**src/rtl/alu_exec_control.sv**
```systemverilog
// rtl/alu_exec_control.sv - ALU control decode plus iterative mul/div sequencer with HI/LO
// Optional ALU_EXEC_EARLY_OUT_EN: multiplies finish once the remaining multiplier bits are zero.
module alu_exec_control #(
    parameter int WIDTH = 32
) (
    input  logic             clk,
    input  logic             rstn,
    input  logic [1:0]       alu_op,
    input  logic [5:0]       funct,
    input  logic             issue,
    input  logic             flush,
    input  logic [WIDTH-1:0] src_a,
    input  logic [WIDTH-1:0] src_b,
    output logic [3:0]       operation,
    output logic [1:0]       hilo_sel,
    output logic             busy,
    output logic             stall,
    output logic             done,
    output logic [WIDTH-1:0] hi,
    output logic [WIDTH-1:0] lo
);
    localparam int CW = $clog2(WIDTH + 1);

    typedef enum logic [1:0] {IDLE, RUN, FIX} state_t;

    state_t             state;
    logic [CW-1:0]      cnt;
    logic [2*WIDTH-1:0] acc;
    logic [2*WIDTH-1:0] mcand;
    logic [WIDTH-1:0]   mplier;
    logic               op_div;
    logic               neg_q;
    logic               neg_r;
    logic               div_zero;

    logic               is_muldiv;
    logic               is_mfhi;
    logic               is_mflo;
    logic               accept;
    logic               op_signed;
    logic [WIDTH-1:0]   a_mag;
    logic [WIDTH-1:0]   b_mag;
    logic [WIDTH:0]     rem_sh;
    logic [WIDTH-1:0]   rem_diff;
    logic               div_ge;
    logic [2*WIDTH-1:0] acc_step;
    logic [2*WIDTH-1:0] prod;
    logic [WIDTH-1:0]   quot;
    logic [WIDTH-1:0]   rem;
    logic [WIDTH-1:0]   res_hi;
    logic [WIDTH-1:0]   res_lo;
    logic               early_out;

    always_comb begin
        operation = 4'b0000;
        hilo_sel  = 2'b00;
        case (alu_op)
            2'b00: operation = 4'b0010;
            2'b01: operation = 4'b0110;
            2'b10: begin
                case (funct)
                    6'b100000: operation = 4'b0010;
                    6'b100010: operation = 4'b0110;
                    6'b100100: operation = 4'b0000;
                    6'b100101: operation = 4'b0001;
                    6'b100111: operation = 4'b1100;
                    6'b101010: operation = 4'b0111;
                    6'b011000, 6'b011001,
                    6'b011010, 6'b011011: operation = 4'b0010;
                    6'b010000: begin
                        operation = 4'b0010;
                        hilo_sel  = 2'b01;
                    end
                    6'b010010: begin
                        operation = 4'b0010;
                        hilo_sel  = 2'b10;
                    end
                    default: operation = 4'b0000;
                endcase
            end
            default: operation = 4'b0000;
        endcase
    end

    assign is_muldiv = (alu_op == 2'b10) && (funct[5:2] == 4'b0110);
    assign is_mfhi   = (alu_op == 2'b10) && (funct == 6'b010000);
    assign is_mflo   = (alu_op == 2'b10) && (funct == 6'b010010);
    assign stall     = issue & busy & (is_muldiv | is_mfhi | is_mflo);
    assign accept    = issue & is_muldiv & (state == IDLE) & ~flush;

    // funct[0]=0 selects the signed variants; iteration runs on magnitudes
    assign op_signed = ~funct[0];
    assign a_mag     = (op_signed && src_a[WIDTH-1]) ? -src_a : src_a;
    assign b_mag     = (op_signed && src_b[WIDTH-1]) ? -src_b : src_b;

    // Divide keeps the partial remainder in acc's upper half, dividend/quotient in the lower
    assign rem_sh   = {acc[2*WIDTH-1:WIDTH], acc[WIDTH-1]};
    assign div_ge   = rem_sh >= {1'b0, mplier};
    assign rem_diff = rem_sh[WIDTH-1:0] - mplier;

    always_comb begin
        acc_step = acc;
        if (op_div)
            acc_step = {(div_ge ? rem_diff : rem_sh[WIDTH-1:0]), acc[WIDTH-2:0], div_ge};
        else
            acc_step = acc + (mplier[0] ? mcand : '0);
    end

    assign prod   = neg_q ? -acc : acc;
    assign quot   = acc[WIDTH-1:0];
    assign rem    = acc[2*WIDTH-1:WIDTH];
    assign res_lo = op_div ? (div_zero ? '1 : (neg_q ? -quot : quot)) : prod[WIDTH-1:0];
    assign res_hi = op_div ? (neg_r ? -rem : rem) : prod[2*WIDTH-1:WIDTH];

`ifdef ALU_EXEC_EARLY_OUT_EN
    assign early_out = !op_div && (mplier[WIDTH-1:1] == '0);
`else
    assign early_out = 1'b0;
`endif

    always_ff @(posedge clk or negedge rstn) begin
        if (!rstn) begin
            state    <= IDLE;
            busy     <= 1'b0;
            done     <= 1'b0;
            hi       <= '0;
            lo       <= '0;
            cnt      <= '0;
            acc      <= '0;
            mcand    <= '0;
            mplier   <= '0;
            op_div   <= 1'b0;
            neg_q    <= 1'b0;
            neg_r    <= 1'b0;
            div_zero <= 1'b0;
        end else begin
            done <= 1'b0;
            case (state)
                IDLE: begin
                    if (accept) begin
                        state    <= RUN;
                        busy     <= 1'b1;
                        cnt      <= CW'(WIDTH);
                        op_div   <= funct[1];
                        neg_q    <= op_signed & (src_a[WIDTH-1] ^ src_b[WIDTH-1]);
                        neg_r    <= op_signed & funct[1] & src_a[WIDTH-1];
                        div_zero <= funct[1] & (src_b == '0);
                        mcand    <= {{WIDTH{1'b0}}, a_mag};
                        mplier   <= b_mag;
                        acc      <= funct[1] ? {{WIDTH{1'b0}}, a_mag} : '0;
                    end
                end
                RUN: begin
                    if (flush) begin
                        state <= IDLE;
                        busy  <= 1'b0;
                    end else begin
                        acc <= acc_step;
                        cnt <= cnt - CW'(1);
                        if (!op_div) begin
                            mcand  <= mcand << 1;
                            mplier <= mplier >> 1;
                        end
                        if (cnt == CW'(1) || early_out)
                            state <= FIX;
                    end
                end
                FIX: begin
                    state <= IDLE;
                    busy  <= 1'b0;
                    if (!flush) begin
                        hi   <= res_hi;
                        lo   <= res_lo;
                        done <= 1'b1;
                    end
                end
                default: begin
                    state <= IDLE;
                    busy  <= 1'b0;
                end
            endcase
        end
    end
endmodule
```
**config.mk**
```make
export PLATFORM = sky130hd
export DESIGN_NAME = alu_exec_control
export DESIGN_NICKNAME = d
export VERILOG_FILES = /design/src/rtl/alu_exec_control.sv
export SDC_FILE = /design/constraint.sdc
export NUM_CORES = 1
export LEC_CHECK = 0
export ABC_CLOCK_PERIOD_IN_PS = 3300
export BUFFER_PORTS_ARGS = -buffer_cell sky130_fd_sc_hd__buf_4
export CELL_PAD_IN_SITES_DETAIL_PLACEMENT = 0
export CELL_PAD_IN_SITES_GLOBAL_PLACEMENT = 2
export CORE_MARGIN = 4
export CORE_UTILIZATION = 33
export DETAILED_ROUTE_END_ITERATION = 8
export PLACE_DENSITY_LB_ADDON = 0.1
export SYNTH_ARGS = -nofsm -noshare
export SYNTH_HDL_FRONTEND = slang
export SYNTH_SLANG_ARGS = --single-unit
```
**constraint.sdc**
```tcl
create_clock -name clk -period 3.3 [get_ports clk]
set_input_delay 0.33 -clock clk [delete_from_list [all_inputs] [get_ports clk]]
set_output_delay 0.33 -clock clk [all_outputs]
set_load 0.02 [all_outputs]
```
==> metrics.md, run 1 <==
| Metric | Value |
|---|---|
| Status | finished, violations left |
| Failing checks | setup timing |
| Final hold slack | 0.0576 ns |
| Number of synthesized flops with an enable pin | 0 |
| Family with the most delay on the worst path | compound AO/OA/AOI/OAI gates |
| Mean Syn Cell Area | 7.72 µm² |
| Via density | 5.35 |
| Final std cells w/o fill | 3,733 |
| Tcrit/Tclk final | 1.12 |
| Worst R2R End | acc[52] |
| TritonCTS buffer count | 31 |
| Synth Area in Compound Gates | 0.253 |
| Int Pwr | 8.55 mW |
| Drt pass-1 iters | 7 |
| Die Area | 62,600 µm² |
| Min-delay src | src_b[31] |
| Antenna diodes | 0 |
| Gate power share | 0.471 |
| Multiplexer share of the synthesized area | 0.00795 |
| Worst reg2reg path startpoint | mplier[0] |
| Clk sinks | 238 |
| Switching power | 5.19 mW |
| Clk pwr share | 0.269 |
| Maximum VDD drop | 0.404 mV |
| Worst setup endpoint | acc[52] |
| Global-route wire length before repair | 118,000 µm |
| Flop2flop setup slack | -0.39 ns |
| Pwr/cell area | 515 nW/µm² |
| CTS root buf | clkbuf_16 |
| Critical path depth | 16 |
| Cells after Synth | 2,505 |
| Die Width | 250 µm |
| Switching portion of total power | 0.378 |
| Cells after DPL | 3,627 |
| Final wirelength | 76,100 µm |
| CP startpoint | mplier[0] |
| Number of buffers and inverters on the critical path | 2 |
| Max Cap Viol | 0 |
| Clock-pin transition on the worst setup and hold timing paths | 0.07 ns |
| Synth Area in XOR/XNOR | 0.0937 |
| GRT Residual Overflow | 0 |
| Clk buf depth | 3 |
| Commonest non-fill, non-tap cell in the layout | buf_4 |
| Cell area after synthesis | 19,300 µm² |
| Clk_lat worst skew | 0.60 ns |
| Share of layout cells above drive strength 1 | 0.281 |
| Crit end category | flop |
| Io pins | 149 |
| Largest family of logic cells by synthesized area | compound AO/OA/AOI/OAI gates |
| Largest net degree at the start of global routing | 82 |
| Critical Path AT | 4.17 ns |
| Worst-Margin Slew | 1.19 ns |
| Setup Skew | 0.0194 ns |
| Critical path type | reg -> reg |
| Worst-path fanout max | 4 |
| Hold Path Class | in -> reg |
| Util after Layout | 0.461 |
| Initial Util | 0.334 |
| Post-Synth Simple-Gate Area | 0.224 |
| Fmax | 271 MHz |
| Average wire per standard cell | 20.4 µm |
| DIE HEIGHT | 250 µm |
| Vias in the first global route | 20,100 |
| Synth Flop Type | dfrtp_1 |
| RSZ-0062 raised after global routing | true |
| Core Footprint | 57,900 µm² |
| Post-synth top area share | 0.308 |
| TritonCTS clock tree | built |
| Final setup violation count | 29 |
| Post-DP HPWL | 58,900 µm |
| Pwr Total | 13.7 mW |
| CP startpoint kind | flop |
| Vias | 20,000 |
| Fin nets | 3,122 |
| Crit path cell chain | buf_12 -> and2_4 -> ha_4 -> fa_2 -> a21o_1 -> a221oi_2 -> buf_4 -> o21ai_4 -> a221oi_4 -> o31ai_4 -> a211oi_4 -> o21ai_2 -> a311oi_4 -> xor2_1 -> nor2_1 -> a221o_1 |
| Period minus WS final | 3.69 ns |
| Gpl congestion | 0.874 |
| Post-DP Area | 23,900 µm² |
| Power share of the sequential group | 0.260 |
| Layout area overhead | 37.9% |
| GRT Total Usage | 0.234 |
| DRT iter0 DRCs | 1,245 |
| R2R depth | 16 |
| Seq/Total Area, Yosys | 0.308 |
| Slew Limit Fails | 0 |
| FF+latch count, synth | 238 |
| Hold Vio Cnt, Final | 0 |
| Top post-synthesis cells by area | dfrtp_1 (31%), nand2_1 (6.9%), ha_1 (6.5%), o21ai_0 (5.9%), a21oi_1 (5.3%) |
| Adder-Cell Fraction of Synth Area | 0.0674 |
| Number of routed nets with antenna violations | 0 |
| Async set-or-reset flop fraction in the synthesized netlist | 1.00 |
| Slowest CP cell | dfrtp_1 |
| DRC | 0 |
| Port bufs | 148 |
| Synth warn | 0 |
| Post-route setup slack | -0.391 ns |
| Post-Syn Nets | 2,684 |
| Core Rows | 88 |
| Leakage | 12.1 nW |
| Delay of the slowest critical-path stage | 0.40 ns |
| Post-synthesis cell type count | 81 |
| Finished Cell Area | 26,700 µm² |
| H-tree depth | 1 |
| Most frequent cells in the layout | buf_4 (531), nand2_1 (346), dfrtp_1 (233) |
| Slew margin rel. | 0.207 |
| Initial antenna violation count | 0 |
| Worst path required time | 3.78 ns |
| Area leader, netlist | dfrtp_1 |
## metrics by stage
| stage | TNS (ns) | setup WS (ns) |
|---|---|---|
| global placement | -10.62 | -0.625 |
| detailed placement | -12.06 | -0.649 |
| global route | -11.32 | -0.566 |
| finish | -4.68 | -0.391 |
| CTS | -4.99 | -0.466 |
| floorplan | -0.719 | -0.259 |
## cell families after synthesis
| kind of cell | count (synthesis) |
|---|---|
| compound gates | 775 |
| xor+xnor | 207 |
| fa+ha+maj | 103 |
| buf+inv | 238 |
| flops | 238 |
| mux | 15 |
| simple gates | 929 |
## how the worst min path moves through the flow
stage | endpoint | slack [ns] | depth (start not counted)
CTS | div_zero | 0.02 | 3
finish | div_zero | 0.06 | 3
global placement | lo[2] | 0.33 | 1
floorplan | acc[0] | 0.03 | 0
detailed placement | lo[3] | 0.32 | 1
global route | div_zero | 0.04 | 3
## metal layers
metal | global-route usage | up-vias | part of all wire
li1 | - | 9822 | -
met1 | 0.313 | 9684 | 0.45
met2 | 0.406 | 369 | 0.49
met3 | 0.0218 | 95 | 0.031
met4 | 0.0664 | 0 | 0.031
met5 | 0 | - | 0
## sequential cells by signal, indices dropped and copies added (netlist names)
name      count
done          1
op_div        1
busy          1
neg_q         1
mcand        64
acc          64
hi           32
state         2
mplier       32
cnt           6
neg_r         1
lo           32
div_zero      1
## power by group through the flow
| stage | sequential (mW) | clock [mW] | combinational (mW) |
|---|---|---|---|
| final | 3.57 | 3.70 | 6.47 |
| after global routing | 3.61 | 3.94 | 7.05 |
| after CTS | 3.57 | 3.80 | 6.09 |
| after detailed placement | 3.60 | 0 | 5.61 |
| after global placement | 3.60 | 0 | 5.56 |
| after floorplan | 3.59 | 0 | 3.15 |
## synthesized netlist by cell type, types with 17 or more instances
| cell type | number |
|---|---|
| ha_1 | 101 |
| nand2_1 | 354 |
| o21a_1 | 18 |
| nand2b_1 | 17 |
| a211oi_1 | 20 |
| nor2b_1 | 17 |
| xor2_1 | 96 |
| nor3_1 | 37 |
| nand4_1 | 31 |
| o31ai_1 | 32 |
| nor4_1 | 20 |
| o211ai_1 | 42 |
| buf_1 | 18 |
| nand3_1 | 78 |
| o21ai_0 | 230 |
| or3_1 | 23 |
| o21bai_1 | 25 |
| a21oi_1 | 204 |
| and2_1 | 72 |
| clkbuf_1 | 136 |
| dfrtp_1 | 238 |
| xnor2_1 | 111 |
| a21o_1 | 51 |
| a31oi_1 | 37 |
| a221oi_1 | 21 |
| inv_1 | 77 |
| nor2_1 | 222 |
## cell type report
cell class	instances	area, µm²
sequential	238	5960
clock buffer	39	856
clock inverter	19	238
inverter	77	289
timing repair buffer	566	4560
tap	765	957
multi-input combinational	2029	13800
fill	5779	31200
## worst register-to-register path, cell delays in order (launching register included)
cell and delay, ns:
dfrtp_1 0.40, buf_12 0.14, and2_4 0.14, ha_4 0.15, fa_2 0.34, a21o_1 0.19, a221oi_2 0.22, buf_4 0.18
o21ai_4 0.07, a221oi_4 0.36, o31ai_4 0.11, a211oi_4 0.30, o21ai_2 0.12, a311oi_4 0.31, xor2_1 0.21, nor2_1 0.06
a221o_1 0.26
## repair_timing
action / in CTS / in global routing
endpoints found under the hold margin: 58 / 0
cloned: 2 / 1
buffers inserted: 28 / 22
hold buffers: 1 / 0
gates resized for setup: 159 / 116
endpoints found under the setup margin: 47 / 57
pin swaps: 72 / 79
(Power assumes the default switching activity.)
==> run 2: changes to the inputs <==
--- a/config.mk
+++ b/config.mk
@@ -7,12 +7,14 @@
 export LEC_CHECK = 0
 export ABC_CLOCK_PERIOD_IN_PS = 3300
 export BUFFER_PORTS_ARGS = -buffer_cell sky130_fd_sc_hd__buf_4
+export CAP_MARGIN = 20
 export CELL_PAD_IN_SITES_DETAIL_PLACEMENT = 0
 export CELL_PAD_IN_SITES_GLOBAL_PLACEMENT = 2
 export CORE_MARGIN = 4
 export CORE_UTILIZATION = 33
 export DETAILED_ROUTE_END_ITERATION = 8
 export PLACE_DENSITY_LB_ADDON = 0.1
+export SKIP_LAST_GASP = 1
 export SYNTH_ARGS = -nofsm -noshare
 export SYNTH_HDL_FRONTEND = slang
 export SYNTH_SLANG_ARGS = --single-unit
==> metrics.md, run 2 (synthesis results as in run 1) <==
| Metric | Value |
|---|---|
| Status | finished, violations left |
| Failing checks | setup timing |
| Layout area overhead | 37.7% |
| Worst R2R End | acc[52] |
| Post-route setup slack | -0.410 ns |
| Hold Vio Cnt, Final | 0 |
| Critical Path AT | 4.18 ns |
| Metal1 wirelength | 34,100 µm |
| Initial antenna violation count | 1 |
| Worst path required time | 3.77 ns |
| Worst reg2reg path startpoint | mplier[0] |
| GRT Residual Overflow | 0 |
| Slew Limit Fails | 0 |
| Hold Path Class | in -> reg |
| CP startpoint | mplier[0] |
| RSZ-0062 raised after global routing | true |
| Top sig layer | met4 |
| Die Area | 62,600 µm² |
| Clk buf depth | 3 |
| Commonest non-fill, non-tap cell in the layout | buf_4 |
| Slowest CP cell | dfrtp_1 |
| TritonCTS clock tree | built |
| Critical path type | reg -> reg |
| Core Rows | 88 |
| Fin nets | 3,124 |
| Setup TNS | -5.17 ns |
| Pre-CTS setup slack | -0.649 ns |
| Antenna diodes | 0 |
| Family with the most delay on the worst path | compound AO/OA/AOI/OAI gates |
| R2R depth | 16 |
| Pwr/cell area | 514 nW/µm² |
| Routed wl met3 | 2250 µm |
| Worst-path fanout max | 4 |
| Delay of the slowest critical-path stage | 0.40 ns |
| Fillers | 5,784 |
| Worst setup endpoint | acc[52] |
| CP startpoint kind | flop |
| Critical path depth | 16 |
| Average wire per standard cell | 20.4 µm |
| Die Width | 250 µm |
| Vias | 20,000 |
| Flop2flop setup slack | -0.41 ns |
| Period minus WS final | 3.71 ns |
| Vias in the first global route | 20,000 |
| TritonCTS buffer count | 31 |
| Gpl congestion | 0.874 |
| Maximum VDD drop | 0.402 mV |
| Drt pass-1 iters | 5 |
| Largest net degree at the start of global routing | 82 |
| DR WL met2 | 37,400 µm |
| Slew margin rel. | 0.243 |
| DRC | 0 |
| Leakage | 12.1 nW |
| Crit end category | flop |
| Final setup violation count | 32 |
| Most frequent cells in the layout | buf_4 (533), nand2_1 (347), dfrtp_1 (237) |
| Worst-Margin Slew | 1.13 ns |
| Tcrit/Tclk final | 1.12 |
| DIE HEIGHT | 250 µm |
| H-tree depth | 1 |
| Final wirelength | 76,200 µm |
| DRT iter0 DRCs | 1,249 |
| CTS root buf | clkbuf_16 |
| Share of layout cells above drive strength 1 | 0.277 |
| Core Footprint | 57,900 µm² |
| Max Cap Viol | 0 |
| Pwr Total | 13.7 mW |
| Initial Util | 0.334 |
| Clk_lat worst skew | 0.60 ns |
| Global-route wire length before repair | 118,000 µm |
| Crit path cell chain | buf_12 -> and2_4 -> ha_4 -> fa_2 -> a21o_1 -> a221oi_2 -> buf_4 -> o21ai_4 -> a221oi_4 -> o31ai_4 -> a211oi_4 -> o21ai_2 -> a311oi_4 -> xor2_1 -> nor2_1 -> a221o_1 |
| Clk sinks | 238 |
| Final hold slack | 0.0561 ns |
| Io pins | 149 |
| Util after Layout | 0.460 |
| GRT Total Usage | 0.234 |
| Clock-pin transition on the worst setup and hold timing paths | 0.07 ns |
| Number of routed nets with antenna violations | 0 |
| Setup Skew | 0.0199 ns |
| Via density | 5.34 |
| Port bufs | 148 |
| Post-DP HPWL | 58,900 µm |
| Fmax | 270 MHz |
| Biggest regs | acc (64), mcand (64) |
| Number of buffers and inverters on the critical path | 2 |
-- run 2: layer usage --
metal  global-route usage  vias up
li1                     -     9817
met1                0.313     9695
met2                0.405      354
met3               0.0217       91
met4               0.0693        0
met5                    0        -
-- run 2: how the worst min path moves through the flow --
stage / from / slack, ns / to / cells past startpoint
floorplan: rstn / 0.03 / acc[0] / 0
global placement: rstn / 0.33 / lo[2] / 1
detailed placement: rstn / 0.32 / lo[3] / 1
CTS: src_b[31] / 0.02 / div_zero / 3
global route: src_b[31] / 0.04 / div_zero / 3
finish: src_b[31] / 0.06 / div_zero / 3
-- run 2: what timing repair did --
action                                  CTS  global route
endpoints found under the setup margin   47            56
setup buffers                            28            22
resized for setup                       145           106
pin swaps                                71            74
endpoints found under the hold margin    58             0
gates cloned                              2             1
hold buffers                              1             0
-- run 2: metrics by stage --
stage / cells / instance area (µm²)
final: 3735 / 26600
after global routing: 3735 / 26600
after CTS: 3715 / 26000
after detailed placement: 3627 / 23900
after global placement: 3627 / 23900
after floorplan: 2505 / 19500
-- run 2: cell type report --
cell class,instances,area [µm²],share of cell area
timing repair buffer,568,4590,0.172
clock buffer,39,856,0.0321
clock inverter,19,238,0.00892
tap,765,957,0.0359
sequential,238,5960,0.224
multi-input combinational,2029,13800,0.516
inverter,77,289,0.0108
-- run 2: where the power goes --
| part | leakage, nW | internal [mW] | switching, mW | total (mW) |
|---|---|---|---|---|
| Combinational | 8.44 | 3.05 | 3.37 | 6.43 |
| Sequential | 3.10 | 3.25 | 0.328 | 3.57 |
| Clock | 0.533 | 2.22 | 1.47 | 3.69 |
-- run 2: worst register-to-register path, stage by stage, from the launching register on --
cell and delay, ns:
dfrtp_1 0.40, buf_12 0.14, and2_4 0.14, ha_4 0.15, fa_2 0.34, a21o_1 0.19, a221oi_2 0.22, buf_4 0.18
o21ai_4 0.07, a221oi_4 0.36, o31ai_4 0.11, a211oi_4 0.32, o21ai_2 0.12, a311oi_4 0.31, xor2_1 0.21, nor2_1 0.06
a221o_1 0.26
==> run 3: changes to the inputs <==
--- a/config.mk
+++ b/config.mk
@@ -10,6 +10,7 @@
 export CAP_MARGIN = 20
 export CELL_PAD_IN_SITES_DETAIL_PLACEMENT = 0
 export CELL_PAD_IN_SITES_GLOBAL_PLACEMENT = 2
+export CORE_ASPECT_RATIO = 0.6
 export CORE_MARGIN = 4
 export CORE_UTILIZATION = 33
 export DETAILED_ROUTE_END_ITERATION = 8
==> metrics.md, run 3 (synthesis results as in run 1) <==
| Metric | Value |
|---|---|
| Critical Path AT | 4.22 ns |
| Switching power | 5.44 mW |
| Failing checks | setup timing |
| Gpl congestion | 0.964 |
| TritonCTS buffer count | 28 |
| DRT iter0 DRCs | 1,611 |
| Setup TNS | -7.71 ns |
| Most frequent cells in the layout | buf_4 (549), nand2_1 (349), dfrtp_1 (232) |
| Initial antenna violation count | 1 |
| Max Cap Viol | 0 |
| H-tree depth | 1 |
| Die Area | 62,700 µm² |
| Worst-Margin Slew | 1.02 ns |
| Hold path depth | 3 |
| Clk sinks | 238 |
| Core Rows | 68 |
| Initial Util | 0.335 |
| Share of layout cells above drive strength 1 | 0.276 |
| Crit end category | flop |
| R2R depth | 16 |
| Clk buf depth | 3 |
| Final wirelength | 81,900 µm |
| Slew margin rel. | 0.318 |
| Int Pwr | 8.10 mW |
| Power share of the sequential group | 0.267 |
| CP startpoint kind | flop |
| Post-DP HPWL | 63,500 µm |
| Maximum VDD drop | 0.367 mV |
| GRT Total Usage | 0.252 |
| Via density | 5.44 |
| Io pins | 149 |
| Average wire per standard cell | 21.9 µm |
| Final hold slack | 0.0665 ns |
| Clk_lat worst skew | 0.59 ns |
| TritonCTS clock tree | built |
| Vias | 20,400 |
| Clk pwr share | 0.237 |
| Final setup violation count | 38 |
| GRT Residual Overflow | 0 |
| Biggest regs | acc (64), mcand (64) |
| Fillers | 5,768 |
| Status | finished, violations left |
| DRC | 0 |
| Gate power share | 0.496 |
| Global-route wire length before repair | 122,000 µm |
| Number of routed nets with antenna violations | 0 |
| Fmax | 264 MHz |
| Largest net degree at the start of global routing | 95 |
| Pre-CTS setup slack | -0.696 ns |
| Drt pass-1 iters | 7 |
| Core Footprint | 57,800 µm² |
| Flop2flop setup slack | -0.48 ns |
| Worst path required time | 3.74 ns |
| Commonest non-fill, non-tap cell in the layout | buf_4 |
| Period minus WS final | 3.78 ns |
| CTS root buf | clkbuf_16 |
| DIE HEIGHT | 196 µm |
| Setup Skew | 0.0383 ns |
| Hold Path Class | in -> reg |
| Clock-pin transition on the worst setup and hold timing paths | 0.07 ns |
| Layout area overhead | 37.1% |
| Fin nets | 3,133 |
| Slew Limit Fails | 0 |
| Leakage | 12.0 nW |
| Util after Layout | 0.459 |
| Worst-path fanout max | 7 |
| Post-route setup slack | -0.481 ns |
| Switching portion of total power | 0.402 |
| RSZ-0062 raised after global routing | true |
| Tcrit/Tclk final | 1.15 |
| Pwr/cell area | 510 nW/µm² |
| Critical path type | reg -> reg |
| Antenna diodes | 0 |
| Die Width | 321 µm |
| Port bufs | 148 |
| Hold Vio Cnt, Final | 0 |
| Pwr Total | 13.5 mW |
| Vias in the first global route | 19,200 |
run 3: worst max-delay path: stages (launching register included):
cell	delay (ns)
dfrtp_2	0.43
buf_4	0.18
clkbuf_16	0.17
and2_1	0.16
ha_4	0.24
a21o_1	0.21
a221oi_2	0.31
buf_4	0.17
o21ai_4	0.06
a221oi_4	0.29
o31ai_4	0.10
a211oi_4	0.35
o21ai_4	0.11
a311oi_4	0.35
xor2_1	0.20
nor2_1	0.06
a221o_1	0.26
run 3: area by class of cell:
type | instances | area [µm²] | area share
Clock inverter | 8 | 82.6 | 0.00311
Sequential cell | 238 | 5970 | 0.225
Timing Repair Buffer | 580 | 4620 | 0.174
Clock buffer | 43 | 847 | 0.0319
Inverter | 77 | 289 | 0.0109
Tap cell | 770 | 963 | 0.0363
Multi-Input combinational cell | 2029 | 13700 | 0.518
run 3: worst paths after layout:
| kind | from | end |
|---|---|---|
| worst max-delay path | mplier[0] | acc[52] |
| worst min-delay path | src_a[0] | mcand[0] |
| worst max register to register | mplier[0] | acc[52] |
| worst min register to register | hi[12] | hi[12] |
| max in group asynchronous | rstn | acc[11] |
| min in group asynchronous | rstn | mplier[23] |
run 3: what timing repair did:
action                     CTS  global route
gates resized for setup    125           125
pin swaps                   50            80
hold buffers                 1             0
hold endpoints to repair    71             0
cloned                       1             1
setup endpoints to repair   46            66
buffers inserted            23            25
run 3: metal layers:
layer | share of wire | vias up | GRT usage
met5 | 0.0017 | - | 0
met4 | 0.0087 | 2 | 0.0251
met3 | 0.11 | 48 | 0.0890
met2 | 0.34 | 733 | 0.296
met1 | 0.54 | 9765 | 0.427
li1 | - | 9836 | -
run 3: power groups by stage:
stage | clock network [mW] | registers, mW | logic (mW)
2_1_floorplan | 0 | 3.59 | 3.15
3_3_place_gp | 0 | 3.63 | 5.79
3_5_place_dp | 0 | 3.63 | 5.83
4_1_cts | 3.28 | 3.60 | 6.22
5_1_grt | 3.39 | 3.64 | 7.27
6_report | 3.21 | 3.61 | 6.71
run 3: through the flow:
step | area, µm² | cells
3_5_place_dp | 24000 | 3650
2_1_floorplan | 19500 | 2505
5_1_grt | 26500 | 3745
3_3_place_gp | 24000 | 3650
4_1_cts | 25700 | 3724
6_report | 26500 | 3745
